--- src/rtl/sseg_frame_decoder_pkg.sv ---
// sseg_pkg: shared constants for the seven-segment frame decoder.
//   CH_*   : 4-bit character codes reported in frame_data
//   SEG_*  : active-low {g,f,e,d,c,b,a} glyph patterns
//   state_t: frame assembly FSM states
package sseg_pkg;
    localparam logic [3:0] CH_O     = 4'd0;
    localparam logic [3:0] CH_T     = 4'd1;
    localparam logic [3:0] CH_BLANK = 4'd2;
    localparam logic [3:0] CH_E     = 4'd3;
    localparam logic [3:0] CH_H     = 4'd4;
    localparam logic [3:0] CH_L     = 4'd7;
    localparam logic [3:0] CH_R     = 4'd8;
    localparam logic [3:0] CH_BAD   = 4'hF;
    localparam logic [6:0] SEG_H     = 7'b0001001;
    localparam logic [6:0] SEG_E     = 7'b0000110;
    localparam logic [6:0] SEG_L     = 7'b1000111;
    localparam logic [6:0] SEG_O     = 7'b1000000;
    localparam logic [6:0] SEG_T     = 7'b0000111;
    localparam logic [6:0] SEG_R     = 7'b0001000;
    localparam logic [6:0] SEG_BLANK = 7'b1111111;
    typedef enum logic {COLLECT, PRESENT} state_t;
endpackage

--- src/rtl/sseg_frame_decoder_if.sv ---
// sseg_frame_if: valid/ready frame bus between the decoder and its consumer.
//   frame_valid/frame_ready : handshake
//   frame_data  : {digit3, digit2, digit1, digit0} character codes
//   frame_dp    : per-digit decimal point, 1 = lit
//   frame_err   : frame holds at least one unknown glyph
//   frame_changed: frame_data differs from the previously accepted frame
interface sseg_frame_if;
    logic        frame_valid;
    logic        frame_ready;
    logic [15:0] frame_data;
    logic [3:0]  frame_dp;
    logic        frame_err;
    logic        frame_changed;
    modport master (output frame_valid, frame_data, frame_dp, frame_err, frame_changed, input frame_ready);
    modport slave  (input frame_valid, frame_data, frame_dp, frame_err, frame_changed, output frame_ready);
endinterface

--- src/rtl/sseg_frame_decoder_char_decode.sv ---
// sseg_char_decode: maps an active-low segment pattern to its character code.
//   seg_n : {g,f,e,d,c,b,a}, active-low
//   code  : character code, CH_BAD for unknown glyphs
//   err   : high for unknown glyphs
module sseg_char_decode
    import sseg_pkg::*;
(
    input  logic [6:0] seg_n,
    output logic [3:0] code,
    output logic       err
);
    assign code = seg_n == SEG_H     ? CH_H     :
                  seg_n == SEG_E     ? CH_E     :
                  seg_n == SEG_L     ? CH_L     :
                  seg_n == SEG_O     ? CH_O     :
                  seg_n == SEG_T     ? CH_T     :
                  seg_n == SEG_R     ? CH_R     :
                  seg_n == SEG_BLANK ? CH_BLANK : CH_BAD;
    assign err = code == CH_BAD;
endmodule

--- src/rtl/sseg_frame_decoder.sv ---
// sseg_frame_decoder: samples a multiplexed 4-digit seven-segment bus and
// rebuilds complete frames of character codes on a valid/ready interface.
//   clock, reset  : system clock, asynchronous active-high reset
//   seg_n, dp_n   : active-low segment lines and decimal point
//   an_n          : active-low anodes, an_n[0] = rightmost digit
//   frame         : sseg_frame_if master (valid/ready frame bus)
//   frame_dropped : sticky, a completed frame was lost while one was pending
//   timeout       : one-cycle pulse when no digit was accepted for TIMEOUT_CYCLES
// Build option SSEG_DP_CAPTURE_EN: capture decimal points into frame_dp;
// when undefined dp_n is ignored and frame_dp reads 0.
module sseg_frame_decoder
    import sseg_pkg::*;
#(
    parameter int STABLE_CYCLES  = 16,
    parameter int TIMEOUT_CYCLES = 1048576
)
(
    input  logic         clock,
    input  logic         reset,
    input  logic [6:0]   seg_n,
    input  logic         dp_n,
    input  logic [3:0]   an_n,
    sseg_frame_if.master frame,
    output logic         frame_dropped,
    output logic         timeout
);
    localparam int SCW = $clog2(STABLE_CYCLES);
    localparam int TCW = $clog2(TIMEOUT_CYCLES);
`ifdef SSEG_DP_CAPTURE_EN
    localparam int PW = 12;
    logic [PW-1:0] pins;
    logic [3:0]    dp_q, nxt_dp, fdp;
    assign pins = {an_n, seg_n, dp_n};
    assign frame.frame_dp = fdp;
`else
    localparam int PW = 11;
    logic [PW-1:0] pins;
    logic          unused_dp;
    assign pins = {an_n, seg_n};
    assign unused_dp = dp_n;
    assign frame.frame_dp = 4'h0;
`endif
    logic [PW-1:0]   s1, s2, prev;
    logic [SCW-1:0]  stab_q;
    logic [TCW-1:0]  act_q;
    logic            taken, stable, accept, complete, act_max, hs, chg, derr, has_last;
    logic [3:0]      seen, sel, nxt_seen, err_q, nxt_err, dcode;
    logic [3:0][3:0] code_q, nxt_code;
    logic [15:0]     last_q;
    state_t          state;

    // prev is the settled sample; sel is the one-hot digit position it addresses
    assign sel      = ~prev[PW-1 -: 4];
    assign stable   = stab_q == SCW'(STABLE_CYCLES - 1);
    assign accept   = stable && !taken && $onehot(sel);
    assign act_max  = act_q == TCW'(TIMEOUT_CYCLES - 1);
    assign nxt_seen = seen | (accept ? sel : 4'h0);
    assign complete = accept && &nxt_seen;
    assign hs       = frame.frame_valid && frame.frame_ready;
    // a frame loaded in the same cycle as a handshake compares against the frame being accepted
    assign chg      = !(hs || has_last) || nxt_code != (hs ? frame.frame_data : last_q);

    sseg_char_decode u_dec (.seg_n(prev[PW-5 -: 7]), .code(dcode), .err(derr));

    always_comb begin
        nxt_code = code_q;
        nxt_err  = err_q;
`ifdef SSEG_DP_CAPTURE_EN
        nxt_dp   = dp_q;
`endif
        for (int i = 0; i < 4; i++) begin
            if (accept && sel[i]) begin
                nxt_code[i] = dcode;
                nxt_err[i]  = derr;
`ifdef SSEG_DP_CAPTURE_EN
                nxt_dp[i]   = ~prev[0];
`endif
            end
        end
    end

    always_ff @(posedge clock or posedge reset) begin
        if (reset) begin
            s1      <= '1;
            s2      <= '1;
            prev    <= '1;
            stab_q  <= '0;
            act_q   <= '0;
            taken   <= 1'b0;
            timeout <= 1'b0;
            seen    <= '0;
            code_q  <= '0;
            err_q   <= '0;
`ifdef SSEG_DP_CAPTURE_EN
            dp_q    <= '0;
`endif
        end else begin
            s1      <= pins;
            s2      <= s1;
            prev    <= s2;
            stab_q  <= s2 != prev ? '0 : stable ? stab_q : stab_q + 1'b1;
            taken   <= s2[PW-1 -: 4] != prev[PW-1 -: 4] ? 1'b0 : accept ? 1'b1 : taken;
            act_q   <= accept || act_max ? '0 : act_q + 1'b1;
            timeout <= act_max && !accept;
            seen    <= complete || (act_max && !accept) ? '0 : nxt_seen;
            code_q  <= nxt_code;
            err_q   <= nxt_err;
`ifdef SSEG_DP_CAPTURE_EN
            dp_q    <= nxt_dp;
`endif
        end
    end

    always_ff @(posedge clock or posedge reset) begin
        if (reset) begin
            state               <= COLLECT;
            frame.frame_valid   <= 1'b0;
            frame.frame_data    <= '0;
            frame.frame_err     <= 1'b0;
            frame.frame_changed <= 1'b0;
            frame_dropped       <= 1'b0;
            last_q              <= '0;
            has_last            <= 1'b0;
`ifdef SSEG_DP_CAPTURE_EN
            fdp                 <= '0;
`endif
        end else begin
            if (hs) begin
                last_q        <= frame.frame_data;
                has_last      <= 1'b1;
                frame_dropped <= 1'b0;
            end
            if (complete && (state == COLLECT || hs)) begin
                state               <= PRESENT;
                frame.frame_valid   <= 1'b1;
                frame.frame_data    <= nxt_code;
                frame.frame_err     <= |nxt_err;
                frame.frame_changed <= chg;
`ifdef SSEG_DP_CAPTURE_EN
                fdp                 <= nxt_dp;
`endif
            end else if (complete) begin
                frame_dropped <= 1'b1;
            end else if (hs) begin
                state             <= COLLECT;
                frame.frame_valid <= 1'b0;
            end
        end
    end
endmodule

--- src/flat_wrapper.sv ---
// flat-port wrapper written by rule: the top's interface ports become plain ports
module sseg_frame_decoder_flat import sseg_pkg::*;
#(
    parameter int STABLE_CYCLES  = 16,
    parameter int TIMEOUT_CYCLES = 1048576
)
  (clock, reset, seg_n, dp_n, an_n, frame_dropped, timeout, frame_frame_valid, frame_frame_data, frame_frame_dp, frame_frame_err, frame_frame_changed, frame_frame_ready);
  sseg_frame_if frame_i ();
  input  logic clock;
  input  logic reset;
  input  logic [6:0] seg_n;
  input  logic dp_n;
  input  logic [3:0] an_n;
  output logic frame_dropped;
  output logic timeout;
  output wire logic [$bits(frame_i.frame_valid)-1:0] frame_frame_valid;
  output wire logic [$bits(frame_i.frame_data)-1:0] frame_frame_data;
  output wire logic [$bits(frame_i.frame_dp)-1:0] frame_frame_dp;
  output wire logic [$bits(frame_i.frame_err)-1:0] frame_frame_err;
  output wire logic [$bits(frame_i.frame_changed)-1:0] frame_frame_changed;
  input wire logic [$bits(frame_i.frame_ready)-1:0] frame_frame_ready;
  assign frame_frame_valid = frame_i.frame_valid;
  assign frame_frame_data = frame_i.frame_data;
  assign frame_frame_dp = frame_i.frame_dp;
  assign frame_frame_err = frame_i.frame_err;
  assign frame_frame_changed = frame_i.frame_changed;
  assign frame_i.frame_ready = frame_frame_ready;
  sseg_frame_decoder #(.STABLE_CYCLES(STABLE_CYCLES), .TIMEOUT_CYCLES(TIMEOUT_CYCLES)) u_core (.clock(clock), .reset(reset), .seg_n(seg_n), .dp_n(dp_n), .an_n(an_n), .frame(frame_i), .frame_dropped(frame_dropped), .timeout(timeout));
endmodule
--- config.mk ---
export PLATFORM = sky130hd
export DESIGN_NAME = sseg_frame_decoder_flat
export DESIGN_NICKNAME = d
export VERILOG_FILES = /design/src/rtl/sseg_frame_decoder_pkg.sv /design/src/rtl/sseg_frame_decoder_if.sv /design/src/rtl/sseg_frame_decoder_char_decode.sv /design/src/rtl/sseg_frame_decoder.sv /design/src/flat_wrapper.sv
export SDC_FILE = /design/constraint.sdc
export NUM_CORES = 1
export LEC_CHECK = 0
export CAP_MARGIN = 30
export CORE_ASPECT_RATIO = 0.75
export CORE_MARGIN = 2
export CORE_UTILIZATION = 62
export DETAILED_ROUTE_END_ITERATION = 10
export PLACE_DENSITY = 0.9
export SYNTH_ARGS = -nofsm -noshare
export SYNTH_HDL_FRONTEND = slang
export SYNTH_HIERARCHICAL = 1
export SYNTH_SLANG_ARGS = --single-unit
export TNS_END_PERCENT = 20
--- constraint.sdc ---
create_clock -name clock -period 10.7 [get_ports clock]
set_input_delay 3.21 -clock clock [delete_from_list [all_inputs] [get_ports clock]]
set_output_delay 3.21 -clock clock [all_outputs]
set_load 0.05 [all_outputs]
== Word level (Yosys, flattened, before mapping) ==
Cells that the tools add are included.
Word-level totals
  bits in registers: 120
  bits in latches: 0
  RAM bits: 0
  memory bits (read-only): 0
  bits of input ports: 15
  output and inout bits: 25
  word-level logic and storage cells: 96
  memories kept: 0
Cells by class
  add/subtract/negate cells: 5
  $mul: 0
  divide/modulo/power cells: 0
  order comparisons: 0
  equal/unequal tests: 16
  shift operators: 0
  mux-type cells: 29
  bitwise operators: 3
  reductions and logical operators: 23
Operator list (number)
  2-to-1 mux 4 bit: 15
  == test 7 bit, second input constant: 3
  adder 20 x 1 -> 20 bit, second input constant: 1
  == test 20 bit, second input constant: 1
  2-to-1 mux 20 bit: 1
  2-to-1 mux 16 bit: 1
  inequality test 16 bit: 1
  == test 7 x 3 -> 1 bit, second input constant: 2
  == test 7 x 4 -> 1 bit, second input constant: 2
  2-to-1 mux 1 bit: 12
  inequality test 11 bit: 1
  logical AND 1 bit: 10
  == test 4 bit, second input constant: 2
  logical OR 1 bit: 5
  adder 1 x 1 -> 2 bit: 2
  adder 4 x 1 -> 4 bit, second input constant: 1
  inequality test 2 bit, second input constant: 2
  inequality test 4 bit: 1
  inverter 4 bit: 1
  bitwise OR 4 bit: 1
  AND reduction 4 bit: 1
  nonzero test 2 bit: 2
  OR reduction 4 bit: 1
  adder 3 bit: 1
  4 further kinds: 6

== Depth between registers and ports, before layout ==
Gate-level depths: netlist of run 1.
  depth in word-level cells: 12
  depth in mapped cells: 11
  mapped depth without buffers: 10

== Modules after synthesis ==
Netlist of run 1, hierarchy kept.
By module, submodules not included
  sseg_frame_decoder: times used 1, cells an instance 397, area an instance 4921.0 µm², seq. area each 3044.2 µm²
  sseg_char_decode: times used 1, cells an instance 25, area an instance 161.4 µm², seq. area each 0.0 µm²

== Worst setup path after synthesis of run 1 ==
Ideal clock, no wire load.
  path kind: input to register
  start: input port frame_frame_ready
  end: register u_core.frame.frame_changed
  library setup time: 0.126 ns
  data arrival time: 4.706 ns
  data required time: 10.574 ns
  setup slack: 5.868 ns
  cell stages on the path: 7
  buffers on the path: 1
  cells stage by stage: nand2_1 > buf_2 > mux2_2 > nand3_1 > nor4b_2 > nand4_1 > o32a_1
On the way
  word-level cells in the longest chain between the ends: 4
  elaborated cells on any way between the ends: 8
  classes of those cells: eq/ne (1); mux (1); reduce/logical (6)
Ends and longest elaborated chain
  start: declaration: line flat_wrapper.sv:21  | input wire logic [$bits(frame_i.frame_ready)-1:0] frame_frame_ready;
  logical AND 1 bit *: line sseg_frame_decoder.sv:59  | assign hs = frame.frame_valid && frame.frame_ready;
  2-to-1 mux 16 bit / logical OR 1 bit (equally long branches): line sseg_frame_decoder.sv:61  | assign chg = !(hs || has_last) || nxt_code != (hs ? frame.frame_data : last_q);
  inequality test 16 bit / zero test 1 bit (equally long branches): line sseg_frame_decoder.sv:61
  logical OR 1 bit: line sseg_frame_decoder.sv:61
  end signal: assignment: line sseg_frame_decoder.sv:138  | frame.frame_changed <= chg;
  end: declaration: line sseg_frame_decoder_if.sv:14  | modport master (output frame_valid, frame_data, frame_dp, frame_err, frame_changed, input frame_ready);
Every way passes the cells marked *; elsewhere a longest branch is shown, timed or not.
A chain may end at the register's enable or synchronous reset.

== Worst setup path in the final report of run 1 ==
Ends and elaborated chain as after synthesis.

==> summary.txt, run 1 <==
run status - finished, final reports clean
Period minus WS final - 5.43 ns
Final period util - 50.7%
global-route wire length before repair - 17000 um
Resized cells post-CTS - 0
Clock Path Buffers - 2
io pins - 40
# diodes - 0
register area - 3040 um^2
Die Ht - 82.4 um
critical path arrival - 5.84 ns
Worst VDD drop - 0.124 mV
Clock Skew - 0.00565 ns
slowest cell delay on critical path - 0.62 ns
HP Class - flop to flop
final WL - 10300 um
initial antenna violation count - 0
antenna-violating nets left - 0
share of post-route cells with drive strength above 1 - 22.5%
via count - 3489
Multi-input gate area - 1910 um^2
crit path to - u_core/frame.frame_changed
Final Non-Filler Cells - 585
commonest non-fill, non-tap cell in the layout - dfrtp_1
Cells after DPL - 552
first-pass iteration count of the detailed router - 5
most common flop cell mapped by yosys - dfrtp_1
Starting Density - 64.2%
CTS Sinks - 120
total CTS buffers - 17
synth warn - 6
r2r endpoint - u_core/frame.frame_changed
critical path type - input port to flop
setup_tns - 0 ns
Port Buffers - 34
RSZ-0062 raised after global routing - false
DRC violations left - 0
Place WS - 4.72 ns
Die X - 109 um
Post-Synthesis Cells - 422
Max transition margin - 37.1%
CTS Hold Buffers Added - 0
clock slew seen by the registers of the worst setup and hold paths - 0.06 ns
worst path bufs/invs - 1
Routed wire per std cell - 17.6 um
CTS tree - built
Max-Cap Viols - 0
CP Launch Point - frame_frame_ready
delay-heaviest family, CP - simple AND/OR/NAND/NOR gates
Area Growth Syn to Fin - 20.1%
H-tree depth - 4
Avg Vias per Cell - 5.96
Filler cells - 487
FF+latch count, synth - 120
Setup Viol. Count Final - 0
Post-CTS Repair Setup Buffers - 0
grt ovf - 0
largest net degree at the start of global routing - 81
PwrDens - 171 nW/um^2
Rows - 28
gr usage total - 25.9%
fmax - 184 MHz
drt initial violations - 246
Final Hold Violating Endpoints - 0
most frequent cells in the layout - dfrtp_1, nor2_1, clkdlybuf4s50_1
WP depth - 7
Nets - 487
Worst Hold Launch - u_core/s1[0]
vias in the first global route - 3538
syn_area_per_cell - 12.0 um^2
Crit Reg-Reg Startpoint - u_core/prev[7]
Critical Path End Type - flop
Leak - 2.84 nW
Mapped Area - 5080 um^2
Distinct cells, synth - 49
reg2reg path depth - 10
Critical Path Fanout Max - 18
Slew @ Worst Pin - 0.937 ns
async set-or-reset flop fraction in the synthesized netlist - 100%
clk_lat worst skew - 0.53 ns
Critical Path RT - 11.11 ns
CP Launch Type - input port
slowest CP cell - nand2_1
CP Cell Sequence - clkdlybuf4s50_1 -> nand2_1 -> mux2_2 -> and3_2 -> nor4b_2 -> nand4_1 -> o32a_1
Slew Limit Fails - 0
DP HPWL - 6560 um
core area - 7920 um^2
final total power - 1.05 mW
Post-synth EDFFs - 0
setup ws final - 5.27 ns
r2r setup slk - 6.40 ns
sequential area share after synthesis - 59.9%
WHS - 0.351 ns
Root Buffer - clkbuf_8
Die Area - 8950 um^2
Final GP Congestion - 0.827
## worst min-delay path by stage
stage,endpoint,slack [ns],cells after the start
2_1_floorplan,u_core/s2[0],0.35,0
3_3_place_gp,u_core/s2[0],0.35,0
3_5_place_dp,u_core/s2[1],0.35,0
4_1_cts,u_core/s2[1],0.35,0
5_1_grt,u_core/s2[10],0.36,0
6_report,u_core/s2[0],0.35,0
## power breakdown
| group | switching (mW) | internal [mW] |
|---|---|---|
| Sequential | 0.00686 | 0.466 |
| Combinational | 0.0240 | 0.0128 |
| Clock | 0.198 | 0.338 |
| Total | 0.229 | 0.817 |
## flip-flops by register name, summed over array words and instances (netlist names), 4 cells and up
signal,cells
u_core/stab_q,4
u_core/code_q,16
u_core/s1,11
u_core/seen,4
u_core/err_q,4
u_core/last_q,16
u_core/prev,11
u_core/s2,11
u_core/frame.frame_data,16
u_core/act_q,20
## kinds of logic (layout without fill, tap and decap cells)
logic type	count (synthesis)	in the layout	share of synthesized area (%)
other	1	4	0.0738
and+or+nand+nor	144	144	15.4
adders and majority gates	5	5	1.38
buffers and inverters	30	85	2.83
xor gates and xnor gates	38	38	6.55
muxes	30	30	6.45
AOI/OAI and AO/OA	54	54	7.39
DFF	120	120	59.9
## Yosys cell counts (2+ instances only)
| cell type | count | area (um^2) |
|---|---|---|
| a21oi_1 | 21 | 105 |
| a31oi_1 | 9 | 56.3 |
| and3_1 | 9 | 56.3 |
| and4_1 | 3 | 26.3 |
| buf_2 | 4 | 20.0 |
| buf_4 | 5 | 37.5 |
| clkbuf_1 | 4 | 15.0 |
| dfrtp_1 | 87 | 2180 |
| dfstp_2 | 33 | 867 |
| ha_1 | 4 | 50.1 |
| inv_1 | 16 | 60.1 |
| mux2_2 | 22 | 248 |
| mux2i_1 | 8 | 80.1 |
| nand2_1 | 22 | 82.6 |
| nand3_1 | 17 | 85.1 |
| nand4_1 | 15 | 93.8 |
| nor2_1 | 43 | 161 |
| nor2b_1 | 3 | 18.8 |
| nor3_1 | 11 | 55.1 |
| nor3_2 | 2 | 20.0 |
| nor3b_1 | 2 | 15.0 |
| nor4_1 | 3 | 18.8 |
| nor4b_2 | 4 | 60.1 |
| o21a_1 | 5 | 37.5 |
| o21ai_0 | 3 | 15.0 |
| o22ai_1 | 2 | 12.5 |
| o31ai_2 | 7 | 87.6 |
| xnor2_1 | 5 | 43.8 |
| xor2_1 | 33 | 289 |
## metrics by stage
stage	cell area [um^2]	utilization, %
after floorplan	5090	-
after global placement	5500	69.5
after detailed placement	5500	69.5
after CTS	6080	76.8
after global routing	6100	77.1
final	6100	77.1
## layout make-up
cell class	instances	area share [%]
sequential	120	49.9
tap	105	2.15
inverter	16	1.02
multi-input combinational	275	31.2
clock inverter	8	0.881
clock buffer	24	8.59
timing repair buffer	37	6.27
## routing by layer
layer,GRT usage [%],vias to the layer above,part of all wire (%)
li1,-,1576,-
met1,31.3,1751,40
met2,42.5,138,51
met3,7.69,24,6.2
met4,13.7,0,2.5
met5,0,-,0
## worst register-to-register path, stage by stage (launching register included)
cell     delay, ns
dfstp_2       0.65
fa_1          0.43
inv_1         0.07
ha_1          0.14
ha_1          0.25
or4b_4        0.65
nor3_1        0.80
mux2i_1       0.45
xor2_1        0.21
nand4_1       0.15
o32a_1        0.37
No activity file was read; power rests on OpenSTA's default activity.
==> run 2, diff against run 1 <==
CORE_UTILIZATION = 58   (was 62)
PLACE_DENSITY = 0.85   (was 0.9)
clock period = 5.4 ns   (was 10.7 ns; I/O delays follow)
==> run 2 against run 1 <==
- first-iteration DRC count decreased by 20%
- flip-flop and latch count unchanged
- sequential share of layout area decreased by 0.73 points
- count of clock-buffer cells in the layout increased by 2
- sequential power increased by 98%
- wire length increased by 0.88%
- cell count increased by 0.68%
- worst setup slack got worse by 4.2 ns
- critical path type is now flop to flop
- highest routed layer unchanged
==> summary.txt, run 2 (synthesis results as in run 1) <==
Leak - 2.88 nW
fmax - 234 MHz
Final GP Congestion - 0.855
Die Ht - 85.1 um
clk_lat worst skew - 0.42 ns
core area - 8490 um^2
largest net degree at the start of global routing - 60
Starting Density - 59.9%
Worst VDD drop - 0.328 mV
CP Cell Sequence - fa_1 -> inv_1 -> ha_1 -> ha_1 -> nor4b_2 -> nand2_1 -> nor3_2 -> a21boi_2 -> buf_4 -> nor2_1 -> a21oi_1
PwrDens - 355 nW/um^2
Clock power frac - 54.1%
setup_tns - 0 ns
DRC violations left - 0
Place WS - 1.10 ns
Power Internal - 1.74 mW
largest register by flop count - u_core/act_q
slowest CP cell - a21boi_2
switching power - 465 uW
critical path arrival - 4.62 ns
sw frac - 21.1%
most frequent cells in the layout - dfrtp_1, nor2_1, clkdlybuf4s50_1
commonest non-fill, non-tap cell in the layout - dfrtp_1
DP HPWL - 6670 um
drt initial violations - 196
Nets - 488
share of post-route cells with drive strength above 1 - 23.1%
Root Buffer - clkbuf_16
CTS Sinks - 120
Critical Path End Type - flop
antenna-violating nets left - 0
global-route wire length before repair - 17300 um
Die Area - 9540 um^2
setup ws final - 1.12 ns
slowest cell delay on critical path - 0.73 ns
Final period util - 79.3%
CTS tree - built
Post-CTS Repair Setup Buffers - 0
Rows - 29
Final Hold Violating Endpoints - 0
CP Launch Type - flop
Clock Skew - 0.0113 ns
gr usage total - 23.7%
Area Growth Syn to Fin - 21.9%
# diodes - 0
Setup Viol. Count Final - 0
r2r setup slk - 1.12 ns
final WL - 10400 um
clock slew seen by the registers of the worst setup and hold paths - 0.05 ns
first-pass iteration count of the detailed router - 5
Slew @ Worst Pin - 0.885 ns
Critical Path Fanout Max - 19
run status - finished, final reports clean
worst path bufs/invs - 2
max reg flops - 20
Avg Vias per Cell - 5.88
Resized cells post-CTS - 0
Port Buffers - 34
via count - 3465
sequential power share - 42.5%
Critical Path RT - 5.74 ns
io pins - 40
Period minus WS final - 4.28 ns
Comb pwr share - 3.3%
vias in the first global route - 3481
Die X - 112 um
Max transition margin - 40.5%
grt ovf - 0
total CTS buffers - 17
Routed wire per std cell - 17.6 um
Clock Path Buffers - 2
critical path type - flop to flop
RSZ-0062 raised after global routing - false
H-tree depth - 4
HP Class - flop to flop
CTS Hold Buffers Added - 0
initial antenna violation count - 0
WHS - 0.354 ns
Max-Cap Viols - 0
Most Frequent Cell on Critical Path - ha_1
delay-heaviest family, CP - simple AND/OR/NAND/NOR gates
Slew Limit Fails - 0
==> run 2: cell types whose count changed in the layout (fill, tap and decap cells not counted) <==
cell       change
clkbuf_16      +4
inv_4          -3
clkbuf_1       -2
buf_4          +1
clkinv_2       +1
==> run 2: per-stage QoR <==
| stage | total power [mW] | std cells | utilization (%) | instance area (um^2) |
|---|---|---|---|---|
| global placement | 1.02 | 556 | 64.9 | 5510 |
| global route | 2.27 | 589 | 73.0 | 6190 |
| floorplan | 1.00 | 425 | - | 5090 |
| detailed placement | 1.03 | 557 | 65.2 | 5540 |
| finish | 2.20 | 589 | 73.0 | 6190 |
| CTS | 2.21 | 589 | 73.0 | 6190 |
==> run 2: final timing paths <==
kind | from | to | cells after the start
max | u_core/prev[8] | u_core/frame.frame_data[12] | 11
min | u_core/s1[9] | u_core/s2[9] | 0
max reg2reg | u_core/prev[8] | u_core/frame.frame_data[12] | 11
min reg2reg | u_core/s1[9] | u_core/s2[9] | 0
max in group asynchronous | reset | u_core/last_q[11] | 4
min in group asynchronous | reset | u_core/code_q[12] | 2
==> run 2: final cells by class <==
cell class | instances | area, um^2
timing repair buffer | 38 | 390
inverter | 16 | 62.6
multi-input combinational | 275 | 1910
tap | 108 | 135
clock inverter | 6 | 40.0
fill | 569 | 2300
clock buffer | 26 | 617
sequential | 120 | 3040
==> run 2: layer usage <==
layer  GRT usage, %  routed length [um]  vias up
met3           7.43                 601       21
li1               -                   -     1578
met4           10.1                 168        0
met5              0                   0        -
met1           30.0                4390     1744
met2           38.4                5220      122
==> run 2: power groups by stage <==
stage | logic, mW | registers [mW] | clock network (mW)
after floorplan | 0.0548 | 0.947 | 0
after global placement | 0.0684 | 0.950 | 0
after detailed placement | 0.0735 | 0.952 | 0
after CTS | 0.0748 | 0.937 | 1.20
after global routing | 0.0819 | 0.939 | 1.25
final | 0.0738 | 0.937 | 1.19
==> run 3, diff against run 2 <==
CORE_UTILIZATION = 52   (was 58)
PLACE_DENSITY = 0.81   (was 0.85)
clock period = 3.4 ns   (was 5.4 ns; I/O delays follow)
==> run 3 against run 2 <==
- the flow now finishes with violations (setup timing)
- wire length is 6.8% higher
- worst setup slack worse by 1.3 ns
- cell area is 8.4% higher
- clock skew is 0.0042 ns lower
- sequential power is 58% higher
- cell count is 12% higher
==> summary.txt, run 3 (synthesis results as in run 1) <==
run status - finished with violations
failing checks - setup timing
DP HPWL - 7040 um
Port Buffers - 34
Nets - 532
Max transition margin - 53.6%
CP Launch Type - flop
max reg flops - 20
Worst VDD drop - 0.554 mV
delay-heaviest family, CP - simple AND/OR/NAND/NOR gates
clock slew seen by the registers of the worst setup and hold paths - 0.06 ns
Filler cells - 642
most frequent cells in the layout - dfrtp_1, nor2_1, buf_4
Area Growth Syn to Fin - 32.2%
Slew @ Worst Pin - 0.696 ns
final total power - 3.45 mW
gr usage total - 22.8%
Die Ht - 89.6 um
setup ws final - -0.137 ns
total length of routed met3 wires - 493 um
critical path arrival - 3.82 ns
Starting Density - 53.0%
RSZ-0062 raised after global routing - true
Slew Limit Fails - 0
Final GP Congestion - 0.855
critical path type - flop to flop
DR WL met2 - 5590 um
slowest cell delay on critical path - 0.59 ns
first-pass iteration count of the detailed router - 4
Leak - 3.12 nW
Critical Path End Type - flop
vias in the first global route - 3790
Most Frequent Cell on Critical Path - ha_4
core area - 9580 um^2
CTS Sinks - 120
initial antenna violation count - 0
Final Hold Violating Endpoints - 0
io pins - 40
total CTS buffers - 17
H-tree depth - 4
fmax - 283 MHz
CTS tree - built
PwrDens - 513 nW/um^2
share of post-route cells with drive strength above 1 - 32.6%
HP Class - flop to flop
Finished Cell Area - 6720 um^2
Clock Skew - 0.00718 ns
global-route wire length before repair - 18400 um
DP Area - 5870 um^2
Avg Vias per Cell - 5.50
Critical Path Fanout Max - 6
worst path bufs/invs - 2
drt initial violations - 168
CP Cell Sequence - fa_1 -> inv_2 -> ha_4 -> ha_4 -> or4b_4 -> nor3_4 -> buf_6 -> mux2i_2 -> xor2_1 -> nand4_1 -> o32a_1
Routed wire per std cell - 16.9 um
Top Layer Used - met4
Clock Path Buffers - 2
register area - 3040 um^2
Critical Path RT - 3.69 ns
grt ovf - 0
largest register by flop count - u_core/act_q
Period minus WS final - 3.54 ns
WHS - 0.353 ns
Rows - 31
Multi-input gate area - 2100 um^2
# diodes - 0
DRC violations left - 0
via count - 3613
antenna-violating nets left - 0
largest net degree at the start of global routing - 54
Metal-1 WL - 4750 um
final WL - 11100 um
commonest non-fill, non-tap cell in the layout - dfrtp_1
Root Buffer - clkbuf_16
Max-Cap Viols - 0
Setup Viol. Count Final - 1
Final period util - 104%
Die X - 118 um
slowest CP cell - or4b_4
clk_lat worst skew - 0.41 ns
Die Area - 10600 um^2
-- run 3: cell count changes in the layout (fill, tap and decap cells not counted), moves of 4 or more --
cell,previous run,this run
buf_4,3,42
nor3_1,11,7
mux2i_4,0,5
mux2i_1,8,1
-- run 3: final cells by class --
class | count | area share [%]
Clock buffer | 23 | 7.92
Clock inverter | 9 | 1.19
Inverter | 16 | 0.950
Multi-Input combinational cell | 276 | 31.3
Sequential cell | 120 | 45.3
Tap cell | 132 | 2.46
Timing Repair Buffer | 81 | 10.9
-- run 3: metal layers --
layer | track usage [%] | up-vias
li1 | - | 1660
met2 | 38.5 | 104
met5 | 0 | -
met3 | 6.19 | 25
met4 | 11.4 | 0
met1 | 27.7 | 1824
-- run 3: through the flow --
stage	utilization [%]	TNS, ns	std cells	setup slack (ns)
2_1_floorplan	-	-0.133	425	-0.133
3_3_place_gp	61.3	-0.203	621	-0.103
3_5_place_dp	61.3	-0.439	621	-0.242
4_1_cts	69.9	-0.0226	657	-0.0226
5_1_grt	70.1	-0.226	657	-0.199
6_report	70.1	-0.137	657	-0.137
-- run 3: timing repair --
item | CTS | global route
gates resized for setup | 31 | 3
hold buffers | 0 | 0
pin swaps | 10 | 1
setup buffers | 3 | 0
setup endpoints to repair | 3 | 2
gates cloned | 1 | 0
-- run 3: final timing paths --
| check | from | to | slack [ns] | cells past startpoint |
|---|---|---|---|---|
| max | u_core/prev[8] | u_core/frame.frame_changed | -0.14 | 11 |
| min reg2reg | u_core/s1[8] | u_core/s2[8] | 0.35 | 0 |
| max reg2reg | u_core/prev[8] | u_core/frame.frame_changed | -0.14 | 11 |
| max in group asynchronous | reset | u_core/prev[0] | 1.64 | 3 |
| min in group asynchronous | reset | u_core/taken | 1.06 | 2 |
| min | u_core/s1[8] | u_core/s2[8] | 0.35 | 0 |
-- run 3: power by group --
part	switching, mW	leakage [nW]	internal (mW)
combinational	0.103	1.27	0.0655
sequential	0.0161	1.54	1.47
clock	0.624	0.306	1.17
total	0.744	3.12	2.70
